## src/rtl/alu_ctrl_pkg.sv

```systemverilog
// alu_ctrl_pkg: ALU select codes, sequencer state encoding and the opcode legality check
// shared by alu_ctrl.
package alu_ctrl_pkg;

   localparam logic [3:0] SEL_CLR   = 4'b0000;
   localparam logic [3:0] SEL_ADD   = 4'b0001;
   localparam logic [3:0] SEL_SUB   = 4'b0010;
   localparam logic [3:0] SEL_NOR   = 4'b0011;
   localparam logic [3:0] SEL_SHR   = 4'b0100;
   localparam logic [3:0] SEL_SHL   = 4'b0101;
   localparam logic [3:0] SEL_PASSA = 4'b0110;
   localparam logic [3:0] SEL_LDB   = 4'b0111;

   typedef enum logic [1:0] {
      IDLE  = 2'd0,
      ISSUE = 2'd1,
      RESP  = 2'd2
   } state_e;

   function automatic logic is_legal_op(input logic [3:0] op);
      logic legal;
      legal = 1'b0;
      unique case (op)
         SEL_CLR, SEL_ADD, SEL_SUB, SEL_NOR,
         SEL_SHR, SEL_SHL, SEL_PASSA, SEL_LDB: legal = 1'b1;
         default:                              legal = 1'b0;
      endcase
      return legal;
   endfunction

endpackage

```

## src/rtl/alu_ctrl.sv

```systemverilog
// alu_ctrl: valid/ready command sequencer for an external combinational ALU (A = acc, B = operand).
// Build option ALU_CTRL_REPEAT_EN: one command executes cmd_rep+1 times before responding.
module alu_ctrl #(
   parameter int unsigned DW   = 8,
   parameter int unsigned REPW = 4
) (
   input  logic            clk,
   input  logic            rst_n,
   input  logic            cmd_valid,
   output logic            cmd_ready,
   input  logic [3:0]      cmd_op,
   input  logic [DW-1:0]   cmd_data,
   input  logic [REPW-1:0] cmd_rep,
   output logic [DW-1:0]   alu_a,
   output logic [DW-1:0]   alu_b,
   output logic [3:0]      SelALU,
   input  logic [DW-1:0]   alu_result,
   input  logic            alu_cout,
   input  logic            alu_zout,
   output logic [DW-1:0]   acc,
   output logic            flag_c,
   output logic            flag_z,
   output logic            rsp_valid,
   input  logic            rsp_ready,
   output logic            rsp_err
);
   import alu_ctrl_pkg::*;

   state_e          state_q, state_d;
   logic [3:0]      sel_q, sel_d;
   logic [DW-1:0]   acc_q, acc_d;
   logic [DW-1:0]   b_q, b_d;
   logic            fc_q, fc_d;
   logic            fz_q, fz_d;
   logic            err_q, err_d;

`ifdef ALU_CTRL_REPEAT_EN
   logic [REPW-1:0] rep_q, rep_d;
   logic            first_q, first_d;
`else
   logic            unused_rep;
   assign unused_rep = ^cmd_rep;
`endif

   always_ff @(posedge clk or negedge rst_n) begin
      if (!rst_n) begin
         state_q <= IDLE;
         sel_q   <= SEL_CLR;
         acc_q   <= '0;
         b_q     <= '0;
         fc_q    <= 1'b0;
         fz_q    <= 1'b0;
         err_q   <= 1'b0;
`ifdef ALU_CTRL_REPEAT_EN
         rep_q   <= '0;
         first_q <= 1'b0;
`endif
      end else begin
         state_q <= state_d;
         sel_q   <= sel_d;
         acc_q   <= acc_d;
         b_q     <= b_d;
         fc_q    <= fc_d;
         fz_q    <= fz_d;
         err_q   <= err_d;
`ifdef ALU_CTRL_REPEAT_EN
         rep_q   <= rep_d;
         first_q <= first_d;
`endif
      end
   end

   always_comb begin
      state_d   = state_q;
      sel_d     = sel_q;
      acc_d     = acc_q;
      b_d       = b_q;
      fc_d      = fc_q;
      fz_d      = fz_q;
      err_d     = err_q;
`ifdef ALU_CTRL_REPEAT_EN
      rep_d     = rep_q;
      first_d   = first_q;
`endif
      cmd_ready = 1'b0;
      rsp_valid = 1'b0;
      SelALU    = SEL_CLR;

      unique case (state_q)
         IDLE: begin
            cmd_ready = 1'b1;
            if (cmd_valid) begin
               sel_d = cmd_op;
               b_d   = cmd_data;
               err_d = ~is_legal_op(cmd_op);
               // Illegal ops skip ISSUE entirely so acc and flags are left untouched.
               state_d = is_legal_op(cmd_op) ? ISSUE : RESP;
`ifdef ALU_CTRL_REPEAT_EN
               rep_d   = cmd_rep;
               first_d = 1'b1;
`endif
            end
         end

         ISSUE: begin
            SelALU = sel_q;
            acc_d  = alu_result;
            fz_d   = alu_zout;
`ifdef ALU_CTRL_REPEAT_EN
            // Carry is sticky across iterations; the first iteration discards the previous command's carry.
            fc_d    = alu_cout | (fc_q & ~first_q);
            first_d = 1'b0;
            if (rep_q != '0) begin
               rep_d = rep_q - REPW'(1);
            end else begin
               state_d = RESP;
            end
`else
            fc_d    = alu_cout;
            state_d = RESP;
`endif
         end

         RESP: begin
            rsp_valid = 1'b1;
            if (rsp_ready) begin
               state_d = IDLE;
            end
         end

         default: state_d = IDLE;
      endcase
   end

   assign alu_a   = acc_q;
   assign alu_b   = b_q;
   assign acc     = acc_q;
   assign flag_c  = fc_q;
   assign flag_z  = fz_q;
   assign rsp_err = err_q;

   a_sel_only_in_issue: assert property (@(posedge clk) disable iff (!rst_n)
      (state_q != ISSUE) |-> (SelALU == SEL_CLR));

   a_ready_vs_rsp: assert property (@(posedge clk) disable iff (!rst_n)
      !(cmd_ready && rsp_valid));

   a_rsp_hold: assert property (@(posedge clk) disable iff (!rst_n)
      (rsp_valid && !rsp_ready) |=> (rsp_valid && $stable(acc_q) && $stable(fc_q) && $stable(fz_q)));

endmodule

```

## config.mk

```make
export PLATFORM = sky130hd
export DESIGN_NAME = alu_ctrl
export DESIGN_NICKNAME = d
export VERILOG_FILES = /design/src/rtl/alu_ctrl_pkg.sv /design/src/rtl/alu_ctrl.sv
export SDC_FILE = /design/constraint.sdc
export NUM_CORES = 1
export LEC_CHECK = 0
export ABC_CLOCK_PERIOD_IN_PS = 1800
export CAP_MARGIN = 20
export CORE_AREA = 2 2 56 58
export CTS_BUF_LIST = sky130_fd_sc_hd__clkbuf_4
export CTS_CLUSTER_DIAMETER = 120
export DETAILED_ROUTE_END_ITERATION = 10
export DIE_AREA = 0 0 58 60
export PLACE_DENSITY = 0.78
export SYNTH_ARGS = -nofsm -noshare
export SYNTH_HDL_FRONTEND = slang
export SYNTH_SLANG_ARGS = --single-unit
```

## constraint.sdc

```tcl
create_clock -name clk -period 1.8 [get_ports clk]
set_clock_uncertainty 0.15 [all_clocks]
set_input_delay 0.36 -clock clk [delete_from_list [all_inputs] [get_ports clk]]
set_output_delay 0.36 -clock clk [all_outputs]
set_load 0.01 [all_outputs]
```

==> results by group, run 1 <==
Layout
  • NumNets Final: 161
  • Layout cells sized above 1: 33.3%
  • ANT cells: 0
  • Area grow syn2layout: 62.5%

Drt
  • Vias per cell: 4.65
  • Number of DRC markers in iteration 0: 16
  • Routed WL per cell: 14.2 um
  • Remaining DRCs: 0
  • Via count: 754
  • Met2 routed WL: 1.19 mm
  • Drt total wl: 2.29 mm
  • Detailed Routing Iterations Pass 1: 3
  • DR top layer: met4
  • Remaining antenna violation count after routing: 0
  • Routed length on met1: 833 um
  • Routed met3 length: 212 um

Timing
  • Final-report max-slew violation count: 0
  • Achievable Freq: 570 MHz
  • Relative slew slack: 69.6%
  • Fin crit share: 97.5%
  • RSZ-0062 raised after global routing: yes
  • Final setup vio count: 0
  • WHS: 0.253 ns
  • Setup TNS: 0 ns
  • Final Hold Viols: 0
  • Measured slew at the worst slew-check pin: 0.455 ns
  • Minimum clock period: 1.75 ns
  • PnR worst setup slack: 0.0454 ns

Clocking
  • Clk sinks: 24
  • Clock latency reported for the late side of the worst-skew pair: 0.30 ns
  • Clk slew on worst S/H paths: 0.12 ns
  • CTS Hold Bufs: 0
  • CTS Buf Count: 3
  • CTS Root Cell: clkbuf_4
  • CTS tree: yes
  • Htree depth: 1
  • Bufs on Longest Clock Path: 2

Floorplanning
  • Area of the die: 3480 um2
  • Initial Util: 35.1%
  • Die height: 60 um
  • Number of core rows: 20
  • IO Count: 63
  • Core area: 2900 um2
  • Die X: 58 um

Worst setup path
  • Buf/Inv on CP: 1
  • Critical Path End Type: output port
  • Worst setup SP type: register
  • CP Max Fanout: 3
  • Crit-path cells: clkdlybuf4s50_1
  • Setup CP Type: register to output port
  • Critical Path AT: 1.24 ns
  • CP top delay family: buffers and inverters
  • Crit path largest cell delay: 0.55 ns
  • Critical Path RT: 1.29 ns
  • Critical-path top delay cell: clkdlybuf4s50_1

Flow run
  • Max Cap Violations: 0

GRT
  • Global-route wire length before repair: 3.51 mm
  • Total Routing Usage GR: 13.9%
  • Vias in the first global route: 784
  • Number of antenna violations at the first check in global routing: 0
  • Gr ovfl total: 0
  • Pin count of the biggest net entering global routing: 25

Power
  • Sw Share: 29.4%
  • VDD IR max: 0.803 mV
  • Pwr dens: 1310 nW/um2
  • Sequential share of power: 39.6%
  • Comb pwr share: 50.2%
  • Clock network power share: 10.3%
  • Int Power: 1.53 mW
  • Static leakage: 0.770 nW
  • Switching power total: 0.638 mW

Place
  • DP Wirelength: 1.79 mm
  • Placer Congestion: 0.752
  • Port-buffer cells: 58
  • Pre-CTS WS: -0.0686 ns

Run status
  • Status: completed

Yosys
  • Mapped Area: 1020 um2
  • Sequential area share after synthesis: 59.0%
  • Ys Warns: 0
  • Synth area leader: dfrtp_1
  • Syn Nets: 99
  • Synthesis-stage register bit count: 24
  • Yosys cell types: 13
  • Top cell type's share of synthesized area: 59.0%
  • Synth top area cells: dfrtp_1 (59%), mux2_2 (24%), buf_4 (6.6%), and2_1 (2.5%), nor3b_4 (1.8%)
  • Syn Area/Cell: 14.8 um2
  • Mapped Cells: 69

Hold path
  • Hold Crit Class: primary input to async pin
Yosys cell counts:
cell type,number
o2bb2ai_1,1
and2b_1,1
mux2_2,22
buf_4,9
inv_1,1
a21oi_1,1
nor3b_4,1
nand2b_1,1
and2_1,4
buf_6,1
dfrtp_1,24
nor2b_1,2
nor2_1,1
layout by cell type, fill, tap and decap left out:
cell,count
inv_1,1
clkbuf_4,3
and2b_2,1
and2_1,3
nor3b_4,1
nor2_1,1
dfrtp_1,24
nor2b_1,1
buf_2,4
mux2_2,22
o2bb2ai_1,1
dlygate4sd2_1,1
buf_6,1
clkdlybuf4s50_1,45
buf_4,9
a21oi_1,1
and2_4,1
nor2b_2,1
dlymetal6s2s_1,7
nand2b_1,1
cells by family after synthesis:
kind of cell | synth area share [%]
AOI/OAI and AO/OA | 1.35
buffers and inverters | 8.11
DFF | 59.0
muxes | 24.3
and+or+nand+nor | 7.25
flip-flops by register name (all words and copies together) (netlist names):
register / flops
acc: 8
alu_b: 8
sel_q: 3
state_q: 2
flag_c: 1
flag_z: 1
rsp_err: 1
layer usage:
metal,GRT usage [%],up-vias
li1,-,346
met1,14.1,362
met2,25.2,40
met3,3.46,6
met4,8.97,0
met5,0,-
timing repair:
item,in CTS,in global routing
endpoints found under the setup margin,6,13
resized for setup,20,12
setup buffers,2,2
power by group through the flow:
stage	clock network, mW	logic, mW	registers (mW)
after floorplan	0	0.431	0.957
after global placement	0	1.07	0.861
after detailed placement	0	1.09	0.884
after CTS	0.239	1.09	0.869
after global routing	0.262	1.16	0.885
final	0.223	1.09	0.859
stage by stage:
step	instance area (um2)	cells	total power, mW	util, %
2_1_floorplan	1020	69	1.39	-
3_3_place_gp	1600	155	1.93	55.1
3_5_place_dp	1600	155	1.97	55.1
4_1_cts	1630	160	2.20	56.0
5_1_grt	1660	162	2.30	57.0
6_report	1660	162	2.17	57.0
worst paths after layout:
path	endpoint	slack (ns)	from	cells after the start
hold / removal	acc[3]	0.25	rst_n	2
min in group clk	alu_b[2]	0.37	alu_b[2]	1
max in group asynchronous	alu_b[4]	1.02	rst_n	2
setup / recovery	alu_a[2]	0.05	acc[2]	1
setup reg to reg	acc[4]	0.12	state_q[0]	4
hold reg to reg	alu_b[2]	0.37	alu_b[2]	1
area by class of cell:
type	instances	area, um2
Inverter	1	3.75
Clock buffer	3	22.5
Tap cell	33	41.3
Timing Repair Buffer	67	646
Sequential cell	24	601
Fill cell	256	1250
Multi-Input combinational cell	34	342
Power figures use the tool's default switching activity.
==> inputs of run 2 (changes only) <==
- PLACE_DENSITY: 0.78 -> 0.83
==> run 2 against run 1 <==
First-iteration DRC count fell by 13%. Worst setup slack better by 0.024 ns. Non-clock buffer count stayed put. Die area is the same. Sequential share of layout area fell by 0.96 points. Register-to-register slack about the same. Fmax rose by 1.4%. Sequential power barely moved. Clock power is 4% higher. Critical path depth did not move.
==> results by group, run 2 (synthesis gave the netlist of run 1 again) <==
Layout
  • Multi-input gate area: 347 um2 (+1.5%)
  • Storage cell area: 601 um2 (unchanged)
  • Layout cells sized above 1: 35.4% (+2.1 points)
  • Commonest cells after routing, fill and taps aside: clkdlybuf4s50_1 (34), dfrtp_1 (24), mux2_2 (22)
  • NumNets Final: 161 (unchanged)
  • Area grow syn2layout: 67.0%
  • Commonest non-fill, non-tap cell in the layout: clkdlybuf4s50_1
  • Post-layout util: 58.6% (+1.6 points)
  • ANT cells: 0 (unchanged)
  • Fillers: 232 (-9.4%)

Floorplanning
  • Die height: 60 um (unchanged)
  • Die X: 58 um (unchanged)
  • Area of the die: 3480 um2 (unchanged)
  • IO Count: 63 (unchanged)
  • Number of core rows: 20 (unchanged)
  • Initial Util: 35.1% (unchanged)
  • Core area: 2900 um2 (unchanged)

Clocking
  • CTS Buf Count: 3 (unchanged)
  • Htree depth: 1 (unchanged)
  • CTS Root Cell: clkbuf_4
  • CTS Hold Bufs: 0 (unchanged)
  • CTS tree: yes
  • Clk sinks: 24 (unchanged)
  • Clock latency reported for the late side of the worst-skew pair: 0.31 ns (about the same)
  • Bufs on Longest Clock Path: 2 (unchanged)
  • Clk slew on worst S/H paths: 0.13 ns (about the same)

Worst setup path
  • Worst setup SP type: register
  • Buf/Inv on CP: 1 (unchanged)
  • Critical Path RT: 1.29 ns (about the same)
  • Setup CP Type: register to output port
  • Critical Path AT: 1.22 ns (-0.02 ns)
  • Critical-path top delay cell: clkdlybuf4s50_1
  • CP Max Fanout: 2 (-1)
  • CP top delay family: buffers and inverters
  • Crit-path cells: clkdlybuf4s50_1
  • Crit path largest cell delay: 0.55 ns (about the same)
  • Critical Path End Type: output port

GRT
  • Global-route wire length before repair: 3.59 mm (+2.4%)
  • Total Routing Usage GR: 14.2% (+0.34 points)
  • Number of antenna violations at the first check in global routing: 0 (unchanged)
  • Pin count of the biggest net entering global routing: 25 (unchanged)
  • Gr ovfl total: 0 (unchanged)
  • Vias in the first global route: 751 (-4.2%)

Timing
  • Relative slew slack: 68.9% (-0.72 points)
  • Final-report max-slew violation count: 0 (unchanged)
  • Setup TNS: 0 ns (unchanged)
  • Minimum clock period: 1.73 ns (-0.0236 ns)
  • Final Hold Viols: 0 (unchanged)
  • Fin crit share: 96.2% (-1.3 points)
  • Measured slew at the worst slew-check pin: 0.466 ns (+0.0107 ns)
  • Achievable Freq: 578 MHz (+1.4%)
  • Final setup vio count: 0 (unchanged)

Drt
  • Remaining DRCs: 0 (unchanged)
  • Drt total wl: 2.34 mm (+1.9%)
  • Vias per cell: 4.59 (-1.4%)
  • Detailed Routing Iterations Pass 1: 4 (+1)
  • Via count: 748 (-0.80%)
  • Number of DRC markers in iteration 0: 14 (-2)
  • Routed WL per cell: 14.3 um (+1.3%)
  • Remaining antenna violation count after routing: 0 (unchanged)

Power
  • VDD IR max: 0.719 mV (-10%)
  • Pwr dens: 1280 nW/um2 (-2.8%)
  • Static leakage: 0.875 nW (+14%)
  • Final Power: 2.17 mW (-0.11%)

Run status
  • Status: completed

Flow run
  • Max Cap Violations: 0 (unchanged)

Place
  • DP Wirelength: 1.78 mm (-0.97%)
  • Port-buffer cells: 58 (unchanged)
  • Placer Congestion: 0.733 (-2.6%)

Hold path
  • Hold Crit Class: primary input to async pin
## run 2: changes by cell type in the layout (fill, tap and decap cells not counted), sizes merged
| cell | previous run | this run |
|---|---|---|
| dlygate4sd2 | 1 | 0 |
| clkinv | 0 | 1 |
| dlymetal6s2s | 7 | 18 |
| clkdlybuf4s50 | 45 | 34 |
| clkbuf | 3 | 4 |
## run 2: final cells by class
cell class / count / share of cell area [%]
Clock buffer: 3 / 1.32
Inverter: 1 / 0.221
Sequential cell: 24 / 35.3
Tap cell: 33 / 2.43
Clock inverter: 1 / 0.221
Multi-Input combinational cell: 34 / 20.4
Timing Repair Buffer: 67 / 40.1
## run 2: repair_timing
action                     CTS  global route
gates resized for setup     21            28
buffers inserted             1             3
setup endpoints to repair    6            26
pin swaps                    0             1
## run 2: metal layers
layer  up-vias  track usage, %  share of wire, %
met5         -               0                 0
met4         0            6.98              0.73
met3         2            4.76                10
met2        38            25.6                51
met1       359            14.7                38
li1        349               -                 -
## run 2: path summary, 6_finish.rpt
path | start | to | slack (ns) | cells after the start
min in group clk | flag_c | flag_c | 0.36 | 1
max in group asynchronous | rst_n | alu_b[3] | 1.03 | 2
max reg2reg | state_q[0] | acc[7] | 0.12 | 4
min | rst_n | acc[1] | 0.24 | 2
min reg2reg | flag_c | flag_c | 0.36 | 1
max | alu_b[5] | alu_b[5] | 0.07 | 1
## run 2: worst reg2reg max path: stages (launching register included)
cell      delay, ns
dfrtp_1        0.40
buf_4          0.15
buf_4          0.14
nand2b_1       0.34
mux2_2         0.40
## run 2: stage by stage
step	hold slack, ns	instance area, um2	instances	worst slack (ns)
finish	0.239	1700	163	0.0689
CTS	0.228	1620	160	0.0134
floorplan	-0.0856	1020	69	0.350
global placement	0.332	1600	155	-0.0503
global route	0.226	1700	163	-0.00708
detailed placement	0.347	1600	155	-0.0572
## run 2: power by group
group / leakage [nW] / total (mW) / switching (mW) / internal (mW)
logic: 0.577 / 1.08 / 0.385 / 0.692
clock network: 0.0154 / 0.233 / 0.153 / 0.0809
registers: 0.282 / 0.858 / 0.115 / 0.743
==> inputs of run 3 (changes only) <==
- CTS_CLUSTER_DIAMETER: 120 -> unset
- PLACE_DENSITY: 0.83 -> unset
- PLACE_DENSITY_LB_ADDON: unset -> 0.12
==> run 3 against run 2 <==
Final cell count shrank 1.2%. Design area shrank 0.44%. Fmax shrank 0.66%. Non-clock buffer count shrank 2. Die area is the same. Combinational power is essentially flat. First-iteration DRC count shrank 57%. Largest power group unchanged. Highest routed layer unchanged.
==> results by group, run 3 (synthesis gave the netlist of run 1 again) <==
Floorplanning
  • Core area: 2900 um2 (unchanged)
  • Number of core rows: 20 (unchanged)
  • Area of the die: 3480 um2 (unchanged)
  • Die height: 60 um (unchanged)
  • Initial Util: 35.1% (unchanged)
  • Die X: 58 um (unchanged)
  • IO Count: 63 (unchanged)

Layout
  • Commonest non-fill, non-tap cell in the layout: clkdlybuf4s50_1
  • Area grow syn2layout: 66.2%
  • Non-filler instance count after layout: 161 (-1.2%)
  • NumNets Final: 159 (-1.2%)
  • ANT cells: 0 (unchanged)
  • Commonest cells after routing, fill and taps aside: clkdlybuf4s50_1 (37), dfrtp_1 (24), mux2_2 (22)
  • Layout cells sized above 1: 31.3% (-4.1 points)

Clocking
  • CTS tree: yes
  • CTS Buf Count: 3 (unchanged)
  • Clk slew on worst S/H paths: 0.13 ns (about the same)
  • Htree depth: 1 (unchanged)
  • CTS Hold Bufs: 0 (unchanged)
  • Clock latency reported for the late side of the worst-skew pair: 0.30 ns (about the same)
  • Bufs on Longest Clock Path: 2 (unchanged)
  • CTS Root Cell: clkbuf_4
  • Clk sinks: 24 (unchanged)

Worst setup path
  • Reg2reg setup slack: 0.14 ns (+0.02 ns)
  • Critical-path top delay cell: clkdlybuf4s50_1
  • Critical Path AT: 1.23 ns (about the same)
  • Setup CP Type: register to output port
  • Critical Path RT: 1.29 ns (about the same)
  • Worst setup SP type: register
  • CP top delay family: buffers and inverters
  • Worst r2r src: state_q[0]
  • Critical Path End Type: output port
  • Crit path largest cell delay: 0.54 ns (about the same)
  • Buf/Inv on CP: 1 (unchanged)
  • Worst R2R End: acc[0]
  • Cell count of the worst reg-to-reg path: 4 (unchanged)
  • CP Max Fanout: 2 (unchanged)
  • Crit-path cells: clkdlybuf4s50_1

Timing
  • Final Hold Viols: 0 (unchanged)
  • WHS: 0.245 ns (+0.00649 ns)
  • Relative slew slack: 69.4% (+0.47 points)
  • Minimum clock period: 1.74 ns (+0.0115 ns)
  • Achievable Freq: 574 MHz (-0.66%)
  • Fin crit share: 96.8% (+0.64 points)
  • PnR worst setup slack: 0.0574 ns (-0.0115 ns)
  • Measured slew at the worst slew-check pin: 0.459 ns (-0.00698 ns)
  • Final setup vio count: 0 (unchanged)
  • RSZ-0062 raised after global routing: no
  • Final-report max-slew violation count: 0 (unchanged)

Drt
  • Remaining antenna violation count after routing: 0 (unchanged)
  • Detailed Routing Iterations Pass 1: 2 (-2)
  • Remaining DRCs: 0 (unchanged)
  • Via count: 755 (+0.94%)
  • Routed WL per cell: 13.1 um (-8.7%)
  • Number of DRC markers in iteration 0: 6 (-8)
  • Drt total wl: 2.11 mm (-9.8%)
  • Vias per cell: 4.69 (+2.2%)

Power
  • VDD IR max: 0.717 mV (-0.28%)
  • Final Power: 2.29 mW (+5.4%)
  • Static leakage: 0.847 nW (-3.2%)
  • Pwr dens: 1350 nW/um2 (+5.9%)

GRT
  • Pin count of the biggest net entering global routing: 25 (unchanged)
  • Gr ovfl total: 0 (unchanged)
  • Vias in the first global route: 797 (+6.1%)
  • Global-route wire length before repair: 3.52 mm (-1.9%)
  • Number of antenna violations at the first check in global routing: 0 (unchanged)
  • Total Routing Usage GR: 13.4% (-0.81 points)

Place
  • Port-buffer cells: 58 (unchanged)
  • Pre-CTS WS: -0.0563 ns (+0.000884 ns)
  • DP Wirelength: 1.58 mm (-11%)
  • Placer Congestion: 0.650 (-11%)
  • # placed instances: 154 (-0.65%)

Run status
  • Status: completed

Hold path
  • Hold Crit Class: primary input to async pin

Flow run
  • Max Cap Violations: 0 (unchanged)
[run 3: repair_timing]
| action | CTS | global route |
|---|---|---|
| resized for setup | 20 | 17 |
| pin swaps | 0 | 0 |
| cloned | 0 | 0 |
| buffers inserted | 1 | 2 |
| endpoints found under the setup margin | 6 | 20 |
[run 3: cell type report]
| type | instances | area (um2) |
|---|---|---|
| timing repair buffer | 65 | 658 |
| inverter | 1 | 3.75 |
| tap | 33 | 41.3 |
| sequential | 24 | 601 |
| multi-input combinational | 34 | 337 |
| clock inverter | 1 | 30.0 |
| fill | 262 | 1210 |
| clock buffer | 3 | 22.5 |
[run 3: worst max path at each step]
stage                    start   endpoint  slack (ns)  cells after the start
finish                  flag_z     flag_z        0.06                      1
global route            acc[7]     acc[7]      0.0006                      1
CTS                 state_q[0]  rsp_valid       0.005                      3
detailed placement   cmd_valid   alu_b[2]       -0.06                      4
global placement     cmd_valid   alu_b[4]       -0.04                      4
floorplan           state_q[1]   alu_b[0]        0.35                      3
[run 3: layer usage]
| metal | GRT usage, % | wire length [um] | share of wire (%) | vias up |
|---|---|---|---|---|
| met1 | 14.1 | 797 | 38 | 375 |
| met2 | 25.6 | 1100 | 52 | 34 |
| met5 | 0 | 0 | 0 | - |
| met4 | 4.98 | 19 | 0.90 | 0 |
| met3 | 3.25 | 189 | 9.0 | 2 |
| li1 | - | - | - | 344 |
[run 3: per-stage QoR]
stage	area, um2	util, %	TNS (ns)
after floorplan	1020	-	0
after CTS	1640	56.6	0
after global routing	1690	58.3	0
after global placement	1600	55.3	-0.489
final	1690	58.3	0
after detailed placement	1600	55.3	-0.572
[run 3: report_power, final]
part           switching [mW]  internal, mW  total [mW]
sequential              0.105         0.742       0.848
clock                   0.158         0.225       0.383
combinational           0.367         0.689        1.06
total                   0.631          1.66        2.29
